`src/rtl/sensor_arb_pkg.sv`:
```
// ============================================================================
// Package : sensor_arb_pkg
// Brief   : Shared state encodings and word width for the sensor arbiter and
//           the per-sensor input buffers.
// Rev     : 1.0 - initial release
// ============================================================================
`default_nettype none

package sensor_arb_pkg;

    // Shared with the serial-to-parallel input buffers.
    localparam int SENSOR_DATA_WIDTH = 8;

    typedef enum logic [1:0] {
        ST_IDLE = 2'd0,
        ST_ACK  = 2'd1,
        ST_SEND = 2'd2
    } arb_state_t;

endpackage : sensor_arb_pkg

`default_nettype wire

```
`src/rtl/sensor_arbiter_if.sv`:
```
// ============================================================================
// Interface : sensor_arbiter_if
// Brief     : Buffer-side handshake (ready/data/processed) and downstream
//             valid/ready word bus of the sensor arbiter.
// Rev       : 1.0 - initial release
// ============================================================================
`default_nettype none

interface sensor_arbiter_if
    import sensor_arb_pkg::*;
#(
    parameter int NUM_CH     = 4,
    parameter int DATA_WIDTH = SENSOR_DATA_WIDTH
);
    localparam int CH_W = $clog2(NUM_CH);

    logic [NUM_CH-1:0]            ch_data_ready;
    logic [NUM_CH*DATA_WIDTH-1:0] ch_data;
    logic [NUM_CH-1:0]            ch_data_processed;
    logic [DATA_WIDTH-1:0]        out_data;
    logic [CH_W-1:0]              out_ch;
    logic                         out_valid;
    logic                         out_ready;

    // The arbiter side.
    modport master (
        input  ch_data_ready,
        input  ch_data,
        input  out_ready,
        output ch_data_processed,
        output out_data,
        output out_ch,
        output out_valid
    );

    // Buffers plus consumer side.
    modport slave (
        output ch_data_ready,
        output ch_data,
        output out_ready,
        input  ch_data_processed,
        input  out_data,
        input  out_ch,
        input  out_valid
    );

endinterface : sensor_arbiter_if

`default_nettype wire

```
`src/rtl/sensor_arbiter_rr_pick.sv`:
```
// ============================================================================
// Module : rr_pick
// Brief  : Combinational round-robin picker: first set bit of req searching
//          upward from last+1, wrapping modulo NUM_CH.
// Rev    : 1.0 - initial release
// ============================================================================
`default_nettype none

module rr_pick #(
    parameter  int NUM_CH = 4,
    localparam int CH_W   = $clog2(NUM_CH)
) (
    input  wire logic [NUM_CH-1:0] req,
    input  wire logic [CH_W-1:0]   last,
    output logic      [CH_W-1:0]   gnt_idx,
    output logic                   any
);

    int              w_idx;
    logic [CH_W-1:0] w_sel;

    // Explicit modulo so non-power-of-two channel counts wrap correctly.
    always_comb begin
        gnt_idx = '0;
        any     = 1'b0;
        w_idx   = 0;
        w_sel   = '0;
        for (int i = 1; i <= NUM_CH; i++) begin
            w_idx = (int'(last) + i) % NUM_CH;
            w_sel = w_idx[CH_W-1:0];
            if (!any && req[w_sel]) begin
                any     = 1'b1;
                gnt_idx = w_sel;
            end
        end
    end

endmodule : rr_pick

`default_nettype wire

```
`src/rtl/sensor_arbiter.sv`:
```
// ============================================================================
// Module : sensor_arbiter
// Brief  : Shares one downstream consumer between NUM_CH input buffers:
//          grant, one-cycle processed pulse, then valid/ready word delivery.
// Config : SENSOR_ARB_PRIO0_EN - channel 0 gets fixed top priority and the
//          remaining channels rotate among themselves.
// Rev    : 1.0 - initial release
// ============================================================================
`default_nettype none

module sensor_arbiter
    import sensor_arb_pkg::*;
#(
    parameter int NUM_CH     = 4,
    parameter int DATA_WIDTH = SENSOR_DATA_WIDTH
) (
    input  wire logic              clk,
    input  wire logic              reset_n,
    input  wire logic              enable,
    input  wire logic [NUM_CH-1:0] ch_mask,
    sensor_arbiter_if.master       bus,
    output logic                   busy
);

    localparam int CH_W = $clog2(NUM_CH);
    localparam logic [NUM_CH-1:0] c_ch0_bit  = NUM_CH'(1);
    localparam logic [CH_W-1:0]   c_last_rst = CH_W'(NUM_CH - 1);

    arb_state_t            state_q,     state_d;
    logic [DATA_WIDTH-1:0] out_data_q,  out_data_d;
    logic [CH_W-1:0]       out_ch_q,    out_ch_d;
    logic                  out_valid_q, out_valid_d;
    logic [NUM_CH-1:0]     proc_q,      proc_d;
    logic [CH_W-1:0]       last_q,      last_d;
    logic                  busy_q,      busy_d;

    logic [NUM_CH-1:0] w_req;
    logic [NUM_CH-1:0] w_req_rr;
    logic [CH_W-1:0]   w_pick_idx;
    logic              w_pick_any;
    logic [CH_W-1:0]   w_win_idx;
    logic              w_win_any;
    logic              w_upd_last;

    assign w_req = bus.ch_data_ready & ch_mask;

`ifdef SENSOR_ARB_PRIO0_EN
    // Channel 0 bypasses the rotation and never moves the rotation pointer.
    assign w_req_rr   = w_req & ~c_ch0_bit;
    assign w_win_any  = w_req[0] | w_pick_any;
    assign w_win_idx  = w_req[0] ? '0 : w_pick_idx;
    assign w_upd_last = (out_ch_q != '0);
`else
    assign w_req_rr   = w_req;
    assign w_win_any  = w_pick_any;
    assign w_win_idx  = w_pick_idx;
    assign w_upd_last = 1'b1;
`endif

    rr_pick #(
        .NUM_CH (NUM_CH)
    ) u_rr_pick (
        .req     (w_req_rr),
        .last    (last_q),
        .gnt_idx (w_pick_idx),
        .any     (w_pick_any)
    );

    always_comb begin
        state_d     = state_q;
        out_data_d  = out_data_q;
        out_ch_d    = out_ch_q;
        out_valid_d = out_valid_q;
        proc_d      = proc_q;
        last_d      = last_q;
        busy_d      = busy_q;
        case (state_q)
            ST_IDLE: begin
                if (enable && w_win_any) begin
                    state_d    = ST_ACK;
                    out_data_d = bus.ch_data[w_win_idx*DATA_WIDTH +: DATA_WIDTH];
                    out_ch_d   = w_win_idx;
                    proc_d     = c_ch0_bit << w_win_idx;
                    busy_d     = 1'b1;
                end
            end
            ST_ACK: begin
                state_d     = ST_SEND;
                proc_d      = '0;
                out_valid_d = 1'b1;
                busy_d      = 1'b1;
            end
            ST_SEND: begin
                // Word already latched; out_ready only matters from here on.
                if (out_valid_q && bus.out_ready) begin
                    state_d     = ST_IDLE;
                    out_valid_d = 1'b0;
                    busy_d      = 1'b0;
                    if (w_upd_last) begin
                        last_d = out_ch_q;
                    end
                end
            end
            default: begin
                state_d     = ST_IDLE;
                out_valid_d = 1'b0;
                proc_d      = '0;
                busy_d      = 1'b0;
            end
        endcase
    end

    always_ff @(posedge clk or negedge reset_n) begin
        if (!reset_n) begin
            state_q     <= ST_IDLE;
            out_data_q  <= '0;
            out_ch_q    <= '0;
            out_valid_q <= 1'b0;
            proc_q      <= '0;
            last_q      <= c_last_rst;
            busy_q      <= 1'b0;
        end else begin
            state_q     <= state_d;
            out_data_q  <= out_data_d;
            out_ch_q    <= out_ch_d;
            out_valid_q <= out_valid_d;
            proc_q      <= proc_d;
            last_q      <= last_d;
            busy_q      <= busy_d;
        end
    end

    assign bus.ch_data_processed = proc_q;
    assign bus.out_data          = out_data_q;
    assign bus.out_ch            = out_ch_q;
    assign bus.out_valid         = out_valid_q;
    assign busy                  = busy_q;

endmodule : sensor_arbiter

`default_nettype wire

```
`src/flat_wrapper.sv`:
```
// flat-port wrapper written by rule: the top's interface ports become plain ports
module sensor_arbiter_flat import sensor_arb_pkg::*;
#(
    parameter int NUM_CH     = 4,
    parameter int DATA_WIDTH = SENSOR_DATA_WIDTH
)
  (clk, reset_n, enable, ch_mask, busy, bus_ch_data_ready, bus_ch_data, bus_out_ready, bus_ch_data_processed, bus_out_data, bus_out_ch, bus_out_valid);
  sensor_arbiter_if #(.NUM_CH(NUM_CH), .DATA_WIDTH(DATA_WIDTH)) bus_i ();
  input  wire logic clk;
  input  wire logic reset_n;
  input  wire logic enable;
  input  wire logic [NUM_CH-1:0] ch_mask;
  output logic busy;
  input wire logic [$bits(bus_i.ch_data_ready)-1:0] bus_ch_data_ready;
  input wire logic [$bits(bus_i.ch_data)-1:0] bus_ch_data;
  input wire logic [$bits(bus_i.out_ready)-1:0] bus_out_ready;
  output wire logic [$bits(bus_i.ch_data_processed)-1:0] bus_ch_data_processed;
  output wire logic [$bits(bus_i.out_data)-1:0] bus_out_data;
  output wire logic [$bits(bus_i.out_ch)-1:0] bus_out_ch;
  output wire logic [$bits(bus_i.out_valid)-1:0] bus_out_valid;
  assign bus_i.ch_data_ready = bus_ch_data_ready;
  assign bus_i.ch_data = bus_ch_data;
  assign bus_i.out_ready = bus_out_ready;
  assign bus_ch_data_processed = bus_i.ch_data_processed;
  assign bus_out_data = bus_i.out_data;
  assign bus_out_ch = bus_i.out_ch;
  assign bus_out_valid = bus_i.out_valid;
  sensor_arbiter #(.NUM_CH(NUM_CH), .DATA_WIDTH(DATA_WIDTH)) u_core (.clk(clk), .reset_n(reset_n), .enable(enable), .ch_mask(ch_mask), .bus(bus_i), .busy(busy));
endmodule
```
`config.mk`:
```
export PLATFORM = sky130hd
export DESIGN_NAME = sensor_arbiter_flat
export DESIGN_NICKNAME = d
export VERILOG_FILES = /design/src/rtl/sensor_arb_pkg.sv /design/src/rtl/sensor_arbiter_if.sv /design/src/rtl/sensor_arbiter_rr_pick.sv /design/src/rtl/sensor_arbiter.sv /design/src/flat_wrapper.sv
export SDC_FILE = /design/constraint.sdc
export NUM_CORES = 1
export LEC_CHECK = 0
export CAP_MARGIN = 25
export CORE_ASPECT_RATIO = 1.4
export CORE_MARGIN = 1.5
export CORE_UTILIZATION = 34
export DETAILED_ROUTE_END_ITERATION = 10
export GPL_ROUTABILITY_DRIVEN = 0
export PLACE_DENSITY = 0.83
export SLEW_MARGIN = 10
export SYNTH_ARGS = -nofsm -noshare
export SYNTH_HDL_FRONTEND = slang
export SYNTH_SLANG_ARGS = --single-unit
```
`constraint.sdc`:
```
create_clock -name clk -period 2.1 [get_ports clk]
set_clock_uncertainty 0.2 [all_clocks]
set_input_delay 0.21 -clock clk [delete_from_list [all_inputs] [get_ports clk]]
set_output_delay 0.21 -clock clk [all_outputs]
set_load 0.01 [all_outputs]
```
Word-level counts from Yosys, hierarchy flattened
Cells that the tools add are included.
Cells by class
  add/subtract/negate cells: 4
  $mul: 0
  div/mod/pow operators: 0
  $lt $le $gt $ge: 4
  equality and inequality tests: 4
  shift operators: 2
  multiplexer cells: 25
  bitwise logic cells: 3
  reductions and logical operators: 14
Operators with widths (count)
  variable part select 32 x 6 -> 8 bit: 1
  < comparator 2 x 3 -> 1 bit (second input constant): 4
  two-way mux 2 bit: 6
  two-way mux 1 bit: 10
  AND reduction 2 bit: 5
  binary-select mux 1 bit (select 2 bit): 4
  one-hot mux 4 bit (2 select lines): 1
  one-hot mux 1 bit (3 select lines): 2
  one-hot mux 2 bit (3 select lines): 1
  logical AND 1 bit: 5
  adder 2 x 1 -> 2 bit (second input constant): 2
  adder 2 bit (second input constant): 2
  bitwise AND 4 bit: 1
  two-way mux 4 bit: 1
  inequality test 2 x 1 -> 1 bit (second input constant): 2
  left shift 1 x 2 -> 4 bit (first input constant): 1
  logical NOT 1 bit: 3
  == test 2 x 1 -> 1 bit (second input constant): 1
  == test 2 bit (second input constant): 1
  logical NOT 2 bit: 1
  inverter 1 bit: 2
Word-level totals
  register bits: 20
  latch bits: 0
  RAM bits: 0
  memory bits (read-only): 0
  input bits: 44
  output and inout bits: 16
  logic and storage cells: 63
  memories kept: 0

Logic depth before layout (Yosys ltp)
  word-level depth: 16
  mapped depth: 7
  mapped depth without buffers: 6

Hierarchy
Synthesis repeated with hierarchy kept, for this count alone.
Unflattened totals
  cells, all modules: 84
  area total of the unflattened synthesis: 1126.1 µm²
By module, submodules not included
  sensor_arbiter: times used 1, cells an instance 70, area each 1034.7 µm², sequential area each 503.0 µm²
  rr_pick: times used 1, cells an instance 14, area each 91.3 µm², sequential area each 0.0 µm²

Worst setup path before layout
OpenSTA, ideal clock, no wires.
  path kind: reg-to-reg
  start: reg u_core.last_q[1]
  end: reg u_core.out_data_q[7], in the netlist u_core.bus.out_data[7]
  setup time: 0.138 ns
  data arrival time: 1.733 ns
  required time: 1.762 ns
  slack: 0.029 ns
  stages on the path, launching flop included: 7
  buffers on the path: 1
  period minus slack after synthesis: 2.071 ns
  path through: dfstp_2 -> and3_1 -> o22ai_1 -> a222oi_1 -> nand2b_1 -> buf_6 -> o221ai_1
On the way
  word-level cells in the longest chain between the ends: 15
  elaborated cells on any way between the ends: 29
  those cells by class: 4 x add/sub; 1 x shift; 16 x mux; 8 x reduce/logical
RTL lines
  from (decl): RTL line sensor_arbiter.sv:34  | logic [CH_W-1:0] last_q, last_d;
  from (signal assigned): RTL line sensor_arbiter.sv:120  | last_q <= c_last_rst;
  from (signal assigned): RTL line sensor_arbiter.sv:128  | last_q <= last_d;
  parallel branches: the longest is 15 deep, another holds adder 2 x 1 -> 2 bit
  to (signal assigned): RTL line sensor_arbiter.sv:124  | out_data_q <= out_data_d;
  to (decl): RTL line sensor_arbiter.sv:30  | logic [DATA_WIDTH-1:0] out_data_q, out_data_d;
Parallel ways; which one is timed is not known. The select of a mux whose other input is x is not followed.
A chain may end at the register's enable or synchronous reset.

Worst setup path after layout
  start: reg u_core.last_q[1]
  end: reg u_core.out_data_q[2], in the netlist u_core.bus.out_data[2]
Same word-level chain as after synthesis.

==> run summary <==
Critical path class: reg2reg
Core Box Area: 2907 µm²
Ant. Diodes: 0
Port bufs: 59
Die Wd: 50.21 µm
Avg Cell Area, Syn: 10.30 µm²
Row Count: 23
Synthesis-stage register bit count: 20
Fraction of registers with async set/reset: 100.0%
Num CTS Buffers: 3
Fin worst setup slack: 0.03780 ns
Drt drc: 0
Worst slack, placed: -0.1495 ns
Fin crit share: 98.20%
Vias per cell: 5.308
Final Setup Violations: 0
Status: completed
Clk sinks: 20
Slew Limit Fails: 0
Io pins: 60
VDD IR max: 0.0005167 V
Critical path's top delay family: flip-flops
Final Hold Vio Count: 0
Post-Syn Instances: 103
Reg2reg path depth: 7
Syn Nets: 147
Worst Max-Slew Pin Slew: 0.4196 ns
Commonest non-fill, non-tap cell in the layout: clkdlybuf4s50_1
Design area: 1937 µm²
Grt ovf: 0
Post-DP HPWL: 2.400 mm
Crit-path max FO: 5
Final ANT Viol Nets: 0
Wire length per cell: 14.89 µm
Max frequency: 0.4849 GHz
Chip height: 69.10 µm
Vias in the first global route: 1125
Initial antenna violation count: 0
Initial DRC count: 11
Crit path launch type: register
Clock Latency Late Sink: 0.25 ns
Die ar.: 3469 µm²
Bufs on Longest Clock Path: 2
PD cells: 997.8 nW/µm²
Worst path max stage delay: 0.55 ns
Fin cells: 214
Crit. End Element: register
EDFF count, synth: 0
Crit path required time: 2.02 ns
Commonest non-fill, non-tap cells in the layout: 57 x clkdlybuf4s50_1, 18 x nand2_1, 18 x dfrtp_1
Post-Syn Area: 1061 µm²
Largest net degree at the start of global routing: 21
Final core occ: 66.64%
TritonCTS clock tree: yes
Maxcap violations: 0
Max-slew headroom: 71.97%
Gr usage total: 18.41%
Post-synth cell types: 30
Placed cell areas: 1785 µm²
Crit-path slowest cell: dfstp_2
Clk slew on worst S/H paths: 0.07 ns
Leakage power: 0.8457 nW
Worst hold path class: in2async
Placed insts: 206
Top_reg_cell synth: dfrtp_1
Fill count: 222
First-pass DRT Iterations: 6
Initial core utilization: 36.50%
Share of post-route cells with drive strength above 1: 18.08%
Hold buffers post-CTS: 0
H-tree depth: 1
Fin crit period: 2.062 ns
Buffers & Inverters on Critical Path: 2
Worst path arrival time: 1.98 ns
CP cell instances: and3_4 -> o22ai_1 -> a222oi_1 -> buf_4 -> nand2b_4 -> buf_6 -> o221ai_1
WP depth: 7
Nets@finish: 222
Area delta synth->final: 82.55%
CTS root buf: clkbuf_8
Routed via count: 1136
Pwr Total: 1.933 mW
Final wirelength: 3.187 mm
Seq/Total Area, Yosys: 47.41%
Yosys warning total: 0
First-pass GRT wire length: 4.988 mm
synth_stat cells, types with 2 or more instances:
master / n / area, µm²
a21oi_1: 2 / 10.01
a22o_1: 3 / 26.28
buf_2: 2 / 10.01
dfrtp_1: 18 / 450.4
dfstp_2: 2 / 52.55
inv_1: 3 / 11.26
mux2_2: 2 / 22.52
mux2i_1: 16 / 160.2
nand2_1: 18 / 67.56
nand3_1: 2 / 10.01
nor2_1: 5 / 18.77
o21a_1: 2 / 15.01
o21ai_0: 4 / 20.02
o221ai_1: 8 / 70.07
sequential cells by signal (all words and copies together) (netlist names):
| signal | count |
|---|---|
| u_core.last_q | 2 |
| u_core.bus.out_data | 8 |
| u_core.bus.out_valid | 1 |
| u_core.busy | 1 |
| u_core.bus.ch_data_processed | 4 |
| u_core.bus.out_ch | 2 |
| u_core.state_q | 2 |
stage by stage:
stage,hold WS [ns],TNS (ns)
finish,0.09152,0
floorplan,-0.2856,0
detailed placement,0.2763,-1.090
CTS,0.09830,0
global placement,0.2630,-0.7479
global route,0.1023,-0.1044
layer usage:
metal	up-vias	track usage, %	part of all wire (%)
met1	561	21.18	39
met2	37	32.89	56
li1	536	-	-
met5	-	0	0
met3	2	3.680	4.4
met4	0	6.173	0.63
timing repair:
action                                  CTS  global route
buffers inserted                          0             2
gates resized for setup                   0            12
endpoints found under the setup margin    0             7
final timing paths:
check | from | end | slack, ns
max in group asynchronous | reset_n | u_core.last_q[0] | 1.34
max reg2reg | u_core.last_q[1] | u_core.bus.out_data[2] | 0.04
min | reset_n | u_core.busy | 0.09
min reg2reg | u_core.bus.ch_data_processed[1] | u_core.bus.ch_data_processed[1] | 0.29
max | u_core.last_q[1] | u_core.bus.out_data[2] | 0.04
min in group clk | u_core.bus.ch_data_processed[1] | u_core.bus.ch_data_processed[1] | 0.29
logic make-up after synthesis:
| logic type | synth area share (%) |
|---|---|
| simple gates | 13.80 |
| compound gates | 18.16 |
| flops | 47.41 |
| mux | 17.22 |
| buf+inv | 3.419 |
final cells by class:
class | instances | area, µm² | area share [%]
timing repair buffer | 74 | 749.5 | 38.70
multi-input combinational | 76 | 581.8 | 30.04
sequential | 20 | 503.0 | 25.97
tap | 37 | 46.29 | 2.390
clock buffer | 4 | 45.04 | 2.326
inverter | 3 | 11.26 | 0.5814
report_power, final:
group	total [mW]	switching [mW]	internal (mW)	leakage (nW)
registers	0.689	0.127	0.562	0.248
clock network	0.252	0.117	0.135	0.0228
logic	0.992	0.403	0.589	0.575
No activity file was read; power rests on OpenSTA's default activity.
